[src/rtl/imem_fetch_responder.sv]
// Memory-side responder for the instruction-fetch port: serves halfword-aligned
// fetches out of a word-wide 1-cycle-latency SRAM, joining instructions that straddle two words.
module imem_fetch_responder #(
  parameter int AW = 14
) (
  input  logic          clk,
  input  logic          resetb,
  input  logic          imem_ready,
  input  logic [31:0]   imem_addr,
  output logic          imem_valid,
  output logic          imem_rresp,
  output logic [31:0]   imem_rdata,
  output logic          mem_ce,
  output logic [AW-1:0] mem_addr,
  input  logic [31:0]   mem_rdata
);

  // Handshake: a request is taken when imem_ready=1 while the FSM is in IDLE;
  // imem_addr is sampled only then. Exactly one imem_valid pulse answers each
  // taken request, and a new request may be taken in that same pulse cycle.

  typedef enum logic [1:0] {
    IDLE = 2'd0,
    RD0  = 2'd1,
    RD1  = 2'd2
  } state_t;

  state_t        state_q;
  state_t        state_d;

  logic [AW-1:0] word_q;
  logic          half_q;
  logic [15:0]   saved_q;

  logic          req_legal;
  logic          accept;
  logic          save_en;
  logic          rsp_set;
  logic          rsp_ok;
  logic [31:0]   rsp_data;

  assign req_legal = (imem_addr[0] == 1'b0) && (imem_addr[31:AW+2] == '0);

  always_comb begin
    state_d  = state_q;
    mem_ce   = 1'b0;
    mem_addr = '0;
    accept   = 1'b0;
    save_en  = 1'b0;
    rsp_set  = 1'b0;
    rsp_ok   = 1'b0;
    rsp_data = 32'h0;

    unique case (state_q)
      IDLE: begin
        if (imem_ready) begin
          accept = 1'b1;
          if (req_legal) begin
            mem_ce   = 1'b1;
            mem_addr = imem_addr[AW+1:2];
            state_d  = RD0;
          end else begin
            // Illegal fetch: answer with an error next cycle, no SRAM access.
            rsp_set = 1'b1;
          end
        end
      end

      RD0: begin
        state_d = IDLE;
        if (!half_q) begin
          rsp_set  = 1'b1;
          rsp_ok   = 1'b1;
          rsp_data = mem_rdata;
        end else if (mem_rdata[17:16] != 2'b11) begin
          // Compressed instruction in the upper halfword: one read suffices.
          rsp_set  = 1'b1;
          rsp_ok   = 1'b1;
          rsp_data = {16'h0, mem_rdata[31:16]};
        end else if (word_q == {AW{1'b1}}) begin
          // 32-bit instruction would run past the last SRAM word.
          rsp_set  = 1'b1;
          rsp_ok   = 1'b0;
          rsp_data = 32'h0;
        end else begin
          mem_ce   = 1'b1;
          mem_addr = word_q + 1'b1;
          save_en  = 1'b1;
          state_d  = RD1;
        end
      end

      RD1: begin
        state_d  = IDLE;
        rsp_set  = 1'b1;
        rsp_ok   = 1'b1;
        rsp_data = {mem_rdata[15:0], saved_q};
      end

      default: begin
        state_d = IDLE;
      end
    endcase
  end

  always_ff @(posedge clk or negedge resetb) begin
    if (!resetb) begin
      state_q <= IDLE;
    end else begin
      state_q <= state_d;
    end
  end

  always_ff @(posedge clk or negedge resetb) begin
    if (!resetb) begin
      word_q  <= '0;
      half_q  <= 1'b0;
      saved_q <= 16'h0;
    end else begin
      if (accept) begin
        word_q <= imem_addr[AW+1:2];
        half_q <= imem_addr[1];
      end
      if (save_en) begin
        saved_q <= mem_rdata[31:16];
      end
    end
  end

  // imem_rdata/imem_rresp only move on a response so they hold between strobes.
  always_ff @(posedge clk or negedge resetb) begin
    if (!resetb) begin
      imem_valid <= 1'b0;
      imem_rresp <= 1'b0;
      imem_rdata <= 32'h0;
    end else begin
      imem_valid <= rsp_set;
      if (rsp_set) begin
        imem_rresp <= rsp_ok;
        imem_rdata <= rsp_data;
      end
    end
  end

endmodule

[config.mk]
export PLATFORM = sky130hd
export DESIGN_NAME = imem_fetch_responder
export DESIGN_NICKNAME = d
export VERILOG_FILES = /design/src/rtl/imem_fetch_responder.sv
export SDC_FILE = /design/constraint.sdc
export NUM_CORES = 1
export LEC_CHECK = 0
export ABC_AREA = 1
export CORE_MARGIN = 2
export CORE_UTILIZATION = 40
export DETAILED_ROUTE_END_ITERATION = 7
export PLACE_DENSITY = 0.7
export SKIP_LAST_GASP = 1
export SLEW_MARGIN = 20
export SYNTH_ARGS = -nofsm -noshare
export SYNTH_HDL_FRONTEND = slang
export SYNTH_SLANG_ARGS = --single-unit
[constraint.sdc]
create_clock -name clk -period 2.15 [get_ports clk]
set_clock_uncertainty 0.1 [all_clocks]
set_input_delay 0.215 -clock clk [delete_from_list [all_inputs] [get_ports clk]]
set_output_delay 0.215 -clock clk [all_outputs]
set_load 0.03 [all_outputs]
==> impl_metrics.yaml <==
floorplan:
  num_rows: 35
  die_area_um2: 10300
  start_util: 0.412
  core_region_area_um2: 9240
  pin_count: 116
  die_y_um: 102
  die_w_um: 102
sta:
  fin_crit_sh: 1.01
  setup_viol: 9
  worst_hold_slack_ns: 0.311
  rsz0062_at_grt: "yes"
  finalMaxSlewViolations: 0
  relSlewSlack: 0.752
  setup_ws_ns: -0.0301
  clock.fmax_ghz: 0.459
  final_hold_viol_count: 0
  tightestPinTransition_ns: 0.372
  fin_crit_ns: 2.18
detailed_routing:
  initialDrtViolationCount: 252
  routedWlPerCell_um: 14.2
  vias: 3900
  dr.pass1.iters: 5
  remaining_drc_errors: 0
  drt_wl_total_um: 11000
  final_antenna_net_count: 0
  via_per_inst: 5.01
layout:
  layout_commonest_cell: "nand2_1"
  syn_to_final_growth_pct: 47.5
  antenna_cells: 0
  final_cell_mix: "nand2_1 (185), clkdlybuf4s50_1 (99), dfrtp_1 (67)"
  design_area_um2: 5620
  final_net_count: 716
  drive_gt1_frac: 0.139
  instances_no_fill: 778
clock_network:
  tritoncts: "yes"
  clk_pin_slew_ns: 0.08
  clock_path_buffers: 2
  cts_inserted_buffers: 9
  htreeDepth: 3
  cts.sinks: 67
  cts-root-buf: "clkbuf_8"
  insertion_delay_ns: 0.34
place:
  place_area_um2: 5050
  dpl.cell_count: 753
  io_buffers: 115
  routabilityCongestion: 0.867
  dp.final_hpwl_um: 7470
yosys:
  synth_top_area_frac: 0.440
  yosysTopAreaCell: "dfrtp_1"
  ys_seq_elements: 67
  synth.avg_cell_area_um2: 7.24
  yosysSeqAreaShare: 0.440
  synth_cell_types: 29
  syn_nets: 598
  synth_area_leaders: "dfrtp_1 (44%), nand2_1 (19%), nand3_1 (7.6%), o21ai_0 (6.7%), a21oi_1 (4.2%)"
  syn_inst: 526
  yosysWarnings: 0
  netlist_area_um2: 3810
critical_path:
  critPathBufInv: 2
  cp-start-kind: "flop"
  path_delay_family: "flip-flops"
  cp.required_ns: 1.84
  critPathMaxStageDelay_ns: 0.38
  path_cells: "ha_2 -> nand2_2 -> nor2_4 -> nand2_4 -> buf_4 -> xor2_2 -> o22ai_4 -> buf_6"
  critPathCaptureType: "output port"
  crit_fanout: 4
  worstSetupPathType: "flop to output port"
  cp_data_arrival_time_ns: 1.87
  slowest_stage: "dfrtp_1"
min_path:
  hold_class: "input pin to async pin"
status:
  violations: "setup timing"
  status: "finished, violations left"
pwr:
  power_density_nw_per_um2: 565
  p_total_uw: 3170
  leakage_uw: 0.00252
  peakVddDrop_mv: 0.343
global_route:
  grt_pass1_vias: 3812
  overflow: 0
  antenna_found_initial: 0
  grt_max_degree: 68
  grt.total_usage: 0.222
  grt_pass1_wl_um: 18300
run:
  drv_cap: 0
==> per-layer routing <==
metal	GRT usage	up-vias	share of wire
met2	0.372	149	0.50
met5	0	-	0
met3	0.0331	12	0.060
met1	0.294	1806	0.43
met4	0.0769	0	0.013
li1	-	1933	-
==> worst paths after layout <==
path	slack, ns	cells past startpoint	endpoint	start
max	-0.03	8	mem_addr[8]	word_q[0]
min	0.31	3	imem_rdata[11]	resetb
max reg2reg	0.24	11	imem_rdata[5]	word_q[0]
min reg2reg	0.37	1	saved_q[1]	saved_q[1]
max in group asynchronous	1.33	3	word_q[5]	resetb
min in group clk	0.33	3	word_q[9]	imem_addr[11]
==> through the flow <==
step	worst slack, ns	util	TNS [ns]
after global routing	-0.120	0.608	-1.59
after floorplan	-0.0251	-	-0.0502
after CTS	-0.0526	0.602	-0.543
after detailed placement	-0.0509	0.547	-0.138
final	-0.0301	0.608	-0.133
after global placement	0.00273	0.547	0
==> repair_timing <==
action                                  4_1_cts  5_1_grt
hold buffers                                  1        0
hold endpoints to repair                     67        0
pin swaps                                    11        6
resized for setup                            50       13
buffers inserted                              7        0
cloned                                        1        0
endpoints found under the setup margin       15       15
==> cell usage after synthesis (all sizes together) <==
library cell	count
a21oi	32
a31oi	1
buf	13
clkbuf	17
clkinv	1
dfrtp	67
ha	5
inv	41
nand2	193
nand3	60
nand4	4
nor2	18
nor3	3
o211ai	1
o21ai	51
o21bai	1
o22ai	7
or2	3
xnor2	2
xor2	6
==> state kept, by name, indices dropped and copies added, names as in the netlist <==
name        cells
imem_valid      1
imem_rresp      1
half_q          1
saved_q        16
imem_rdata     32
state_q         2
word_q         14
==> cell type report <==
| type | count | area, um^2 |
|---|---|---|
| clock inverters | 7 | 124 |
| well taps | 129 | 161 |
| repair buffers | 137 | 1370 |
| flip-flops and latches | 67 | 1680 |
| multi-input cells | 387 | 2000 |
| fillers | 815 | 3620 |
| clock buffers | 9 | 124 |
| inverters | 42 | 163 |
==> worst register-to-register path: stages, from the launching register on <==
cell and delay [ns]:
dfrtp_1 0.38, ha_2 0.20, nand2_2 0.07, nor2_4 0.13
nand2_4 0.08, nor2_4 0.10, buf_4 0.12, nand3_2 0.07
nand3_4 0.11, nand2_4 0.22, nand2_1 0.15, nand2_1 0.06
==> power by group <==
part           switching (uW)  internal (uW)
logic                     276            223
registers                50.4           1310
clock network             534            778
==> cells by family after synthesis <==
group	Yosys count	share of synthesized area
compound gates	93	0.126
xor+xnor	8	0.0184
simple gates	281	0.315
fa+ha+maj	5	0.0164
flops	67	0.440
buf+inv	72	0.0837
Power figures use the tool's default switching activity.
